`config.mk`:
```
export PLATFORM = sky130hd
export DESIGN_NAME = sample_readout
export DESIGN_NICKNAME = d
export VERILOG_FILES = /design/src/rtl/sample_readout.sv
export SDC_FILE = /design/constraint.sdc
export NUM_CORES = 1
export LEC_CHECK = 0
export CAP_MARGIN = 20
export CORE_UTILIZATION = 31
export CTS_CLUSTER_DIAMETER = 40
export CTS_CLUSTER_SIZE = 28
export DETAILED_ROUTE_END_ITERATION = 16
export MAX_ROUTING_LAYER = met4
export PLACE_DENSITY = 0.56
export SYNTH_ARGS = -nofsm -noshare
export SYNTH_HDL_FRONTEND = slang
export SYNTH_SLANG_ARGS = --single-unit
```
`constraint.sdc`:
```
create_clock -name clk -period 2.6 [get_ports clk]
set_input_delay 0.52 -clock clk [delete_from_list [all_inputs] [get_ports clk]]
set_output_delay 0.52 -clock clk [all_outputs]
set_load 0.02 [all_outputs]
```
`src/rtl/sample_readout.sv`:
```
// Per-channel sample FIFOs, read out on request as a framed byte stream:
// header {A, channel}, sample count, then the samples oldest first.
module sample_readout #(
  parameter int NUM_CH = 4,
  parameter int DEPTH  = 8
) (
  input  logic              clk,
  input  logic              rst_n,
  input  logic              wr_en,
  input  logic [3:0]        wr_ch,
  input  logic [7:0]        wr_data,
  input  logic              rd_req,
  input  logic [3:0]        rd_ch,
  output logic [7:0]        out_data,
  output logic              out_valid,
  input  logic              out_ready,
  output logic              busy,
  output logic [NUM_CH-1:0] ovf
);
  localparam int PW = (DEPTH > 1) ? $clog2(DEPTH) : 1;
  localparam int CW = $clog2(DEPTH + 1);

  localparam logic [1:0] IDLE = 2'd0;
  localparam logic [1:0] HDR  = 2'd1;
  localparam logic [1:0] CNT  = 2'd2;
  localparam logic [1:0] DATA = 2'd3;

  logic [1:0]           state_q, state_d;
  logic [3:0]           ch_q, ch_d;
  logic [CW-1:0]        rem_q, rem_d;
  logic [NUM_CH*CW-1:0] cnt_all;
  logic [NUM_CH*8-1:0]  head_all;
  logic [CW-1:0]        snap_cnt;
  logic [7:0]           head_sel;
  logic                 pop_en;
  logic                 hdr_done;

  assign busy      = (state_q != IDLE);
  assign out_valid = busy;
  assign pop_en    = (state_q == DATA) && out_ready;
  assign hdr_done  = (state_q == HDR) && out_ready;

  for (genvar gi = 0; gi < NUM_CH; gi++) begin : g_ch
    logic [7:0]    mem_q [DEPTH];
    logic [PW-1:0] wp_q, rp_q;
    logic [CW-1:0] cnt_q;
    logic          ovf_q;
    logic          mine, hit, full, do_wr, do_pop;

    assign mine   = (ch_q == 4'(gi));
    assign hit    = wr_en && (wr_ch == 4'(gi));
    assign full   = (cnt_q == CW'(DEPTH));
    assign do_wr  = hit && !full;
    assign do_pop = pop_en && mine;

    // A same-cycle pop never makes room for a write that arrives while full.
    always_ff @(posedge clk or negedge rst_n) begin
      if (!rst_n) begin
        wp_q  <= '0;
        rp_q  <= '0;
        cnt_q <= '0;
        ovf_q <= 1'b0;
      end else begin
        if (do_wr)  wp_q <= wp_q + PW'(1);
        if (do_pop) rp_q <= rp_q + PW'(1);
        if (do_wr && !do_pop)      cnt_q <= cnt_q + CW'(1);
        else if (!do_wr && do_pop) cnt_q <= cnt_q - CW'(1);
        if (hit && full)           ovf_q <= 1'b1;
        else if (hdr_done && mine) ovf_q <= 1'b0;
      end
    end

    always_ff @(posedge clk) begin
      if (do_wr) mem_q[wp_q] <= wr_data;
    end

    assign cnt_all[gi*CW +: CW] = cnt_q;
    assign head_all[gi*8 +: 8]  = mem_q[rp_q];
    assign ovf[gi]              = ovf_q;
  end

  // Out-of-range channels match nothing, so they snapshot a length of zero.
  always_comb begin
    snap_cnt = '0;
    head_sel = 8'h00;
    for (int i = 0; i < NUM_CH; i++) begin
      if (rd_ch == 4'(i)) snap_cnt = cnt_all[i*CW +: CW];
      if (ch_q == 4'(i))  head_sel = head_all[i*8 +: 8];
    end
  end

  always_comb begin
    state_d = state_q;
    ch_d    = ch_q;
    rem_d   = rem_q;
    case (state_q)
      IDLE: begin
        if (rd_req) begin
          state_d = HDR;
          ch_d    = rd_ch;
          rem_d   = snap_cnt;
        end
      end
      HDR: begin
        if (out_ready) state_d = CNT;
      end
      CNT: begin
        if (out_ready) state_d = (rem_q == '0) ? IDLE : DATA;
      end
      default: begin
        if (out_ready) begin
          rem_d = rem_q - CW'(1);
          if (rem_q == CW'(1)) state_d = IDLE;
        end
      end
    endcase
  end

  always_comb begin
    case (state_q)
      HDR:     out_data = {4'hA, ch_q};
      CNT:     out_data = 8'(rem_q);
      DATA:    out_data = head_sel;
      default: out_data = 8'h00;
    endcase
  end

  always_ff @(posedge clk or negedge rst_n) begin
    if (!rst_n) begin
      state_q <= IDLE;
      ch_q    <= 4'h0;
      rem_q   <= '0;
    end else begin
      state_q <= state_d;
      ch_q    <= ch_d;
      rem_q   <= rem_d;
    end
  end
endmodule

```
==> results_dict.tcl <==
set metrics [dict create \
    fin_crit_sh 1.20 \
    pwr-share-clk 0.370 \
    utilization 0.427 \
    rows 75 \
    cpMostUsedCell "buf_4" \
    setup_slack_ns -0.526 \
    swShare 0.288 \
    numCtsBuffers 45 \
    layout-drive-gt1-share 0.404 \
    slew_viol_final 0 \
    grt_use_total 0.149 \
    critPathCaptureType "primary output" \
    tightestPinTransition_ns 0.403 \
    fin_nets 1102 \
    hold_path.class "reg -> reg" \
    synth_edf_count 256 \
    hold_violations 0 \
    synth_cell_types 50 \
    power_density_mw_per_mm2 1010 \
    firstDrtPassIters 5 \
    grt_pass1_wl_um 47200 \
    ys.warnings.count 0 \
    synth_top_area_frac 0.581 \
    vias_per_cell 4.70 \
    fin_setup_tns_ns -3.26 \
    violations "negative setup slack" \
    r2r-start "ch_q[3]" \
    ir_drop_uv 611 \
    multiInputGateArea_mm2 0.00436 \
    r2r_cells 16 \
    antenna_found_initial 1 \
    max_freq_mhz 320 \
    critPathLaunch "g_ch[1].rp_q[0]" \
    htree_levels 2 \
    maxCapViolations 0 \
    hp-start "g_ch[3].wp_q[2]" \
    clk_latency_ns 0.54 \
    async_flop_share 0.174 \
    grt_remaining_overflow 0 \
    finClkSkew_ns 0.0125 \
    design_area_mm2 0.0180 \
    synth_cells 793 \
    routed_wirelength_um 31200 \
    drc 0 \
    hold_ws_ns 0.480 \
    seqPwrFrac 0.338 \
    netlist_top_cells_area "edfxtp_1 58%, dfrtp_1 10%, mux4_2 7.8%" \
    portBuffers 34 \
    finalCriticalPeriod_ns 3.13 \
    drtIter0Drc 437 \
    root_buffer "clkbuf_16" \
    grt_setup_unrepaired "true" \
    cp_cell_sequence "buf_4 -> nor2b_1 -> buf_4 -> a22o_1 -> a21oi_1 -> a211oi_2 -> o22ai_1 -> bufbuf_16" \
    path_class "reg -> out" \
    initial_core_util 0.315 \
    startpoint_type "flip-flop" \
    yosysSeqAreaShare 0.683 \
    syn_nets 846 \
    hold_depth 1 \
    grt_max_degree 55 \
    cp_slowest_cell "dfrtp_2" \
    clockBufferDepth 3 \
    place_congestion 0.827 \
    relSlewSlack 0.731 \
    crit_fanout 11 \
    power.switching_uw 5250 \
    fill_cells 3780 \
    synth_top_cell_by_area "edfxtp_1" \
    die-width_um 209 \
    p_comb_frac 0.292 \
    syn_area_mm2 0.0132 \
    p_leak_uw 0.00643 \
    area_growth_pct 35.8 \
    cts_tree "done" \
    ys.flop_type "edfxtp_1" \
    r2r_setup_slack_ns -0.05 \
    grt_pass1_vias 7817 \
    clk_pin_slew_ns 0.06 \
    place_area_mm2 0.0154 \
    die-area_mm2 0.0435 \
    status "finished, violations left" \
    regArea_mm2 0.00904 \
    setup_viol 10 \
    postRouteAntennaNets 0 \
    critPathArrivalTime_ns 2.61 \
    cpPeakStageDelay_ns 0.46 \
    top_level_ports 35 \
    core-area_mm2 0.0420 \
    wire_per_inst_um 19.2 \
    hpwl_um 20700 \
    worstPathRequired_ns 2.08 \
    vias 7636 \
    ys_ff_latch 310 \
    intPower_uw 12900 \
    cts.sinks 310 \
    power_uw 18200 \
    die_h_um 209 \
    synth.avg_cell_area_um2 16.7 \
]
cells in the final DEF, fill, tap and decap left out, types with 5 or more instances in the layout:
cell type	n
nor3_1	9
a21oi_1	11
dfrtp_1	51
clkinv_4	6
inv_6	10
o22ai_1	5
mux4_2	46
nor2b_1	9
a22oi_1	8
xnor2_1	21
buf_4	180
edfxtp_1	256
buf_6	19
ha_4	9
xor2_1	11
clkdlybuf4s50_1	23
mux2i_4	6
mux2i_1	53
nand3_1	9
mux2_2	27
o21ai_0	15
buf_8	5
bufinv_16	9
clkbuf_16	47
a21oi_2	6
buf_12	10
nand2b_1	15
ha_1	19
nand2_1	39
a31oi_1	6
inv_1	8
nor2_1	44
worst max-delay path, delay by kind of cell, from the launching register on:
kind / cells / cell delay (ns)
buffers and inverters: 3 / 0.65
and+or+nand+nor: 1 / 0.15
DFF: 1 / 0.46
AOI/OAI and AO/OA: 4 / 0.80
power by group through the flow:
| stage | Sequential [uW] | Combinational [uW] | Clock, uW |
|---|---|---|---|
| 6_report | 6150 | 5320 | 6720 |
| 5_1_grt | 6200 | 5750 | 7060 |
| 4_1_cts | 6140 | 4910 | 6850 |
| 3_5_place_dp | 6240 | 4440 | 0 |
| 3_3_place_gp | 6230 | 4400 | 0 |
| 2_1_floorplan | 6170 | 2580 | 0 |
routing by layer:
metal | part of all wire | global-route usage | routed length, um
met5 | 0 | - | 0
met4 | 0.017 | 0.0378 | 519
met3 | 0.048 | 0.0283 | 1500
met2 | 0.47 | 0.230 | 14500
met1 | 0.47 | 0.204 | 14700
flip-flops by register name (all words and copies together) (netlist names):
signal,flops
g_ch.mem_q,256
g_ch.rp_q,12
g_ch.wp_q,12
g_ch.ovf_q,4
rem_q,4
g_ch.cnt_q,16
state_q,2
ch_q,4
through the flow:
step | setup slack (ns) | std cells
after floorplan | 0.0336 | 793
after global placement | -0.543 | 1499
after detailed placement | -0.573 | 1499
after CTS | -0.562 | 1604
after global routing | -0.598 | 1624
final | -0.526 | 1625
timing repair:
item                                    4_1_cts  5_1_grt
buffers inserted                             21       21
gates resized for setup                      88       63
endpoints found under the setup margin       15       14
cloned                                        0        0
pin swaps                                    11       40
hold endpoints to repair                     39        0
hold buffers                                  1        0
final timing paths:
kind,end
setup / recovery,out_data[0]
hold / removal,g_ch[3].wp_q[2]
setup reg to reg,g_ch[2].cnt_q[3]
hold reg to reg,g_ch[3].wp_q[2]
max in group asynchronous,g_ch[0].rp_q[1]
min in group asynchronous,g_ch[3].cnt_q[1]
cells by family (layout without fill, tap and decap cells):
logic type / Yosys count / in the layout / share of synthesized area
other: 0 / 1 / 0
buffers and inverters: 47 / 339 / 0.0193
adders and majority gates: 32 / 32 / 0.0325
DFF: 310 / 310 / 0.683
xor gates and xnor gates: 32 / 32 / 0.0212
muxes: 134 / 134 / 0.147
and+or+nand+nor: 158 / 158 / 0.0580
AOI/OAI and AO/OA: 80 / 80 / 0.0386
cells in the mapped netlist (10+ instances only):
library cell	count
nand2b_1	16
a21oi_1	17
edfxtp_1	256
ha_1	28
mux2i_1	61
inv_1	14
nand3_1	11
a22oi_1	11
xor2_1	11
buf_4	10
nand2_1	43
mux4_2	46
dfrtp_1	54
xnor2_1	21
buf_2	15
mux2_2	27
o21ai_0	19
nor2_1	51
cell type report:
class | count | area share
multi-input combinational | 436 | 0.243
clock buffer | 49 | 0.0664
clock inverter | 34 | 0.0277
antenna | 1 | 0.000139
tap | 539 | 0.0375
timing repair buffer | 242 | 0.119
sequential | 310 | 0.503
inverter | 14 | 0.00334
Note: power is estimated with default switching activity, not from simulation.
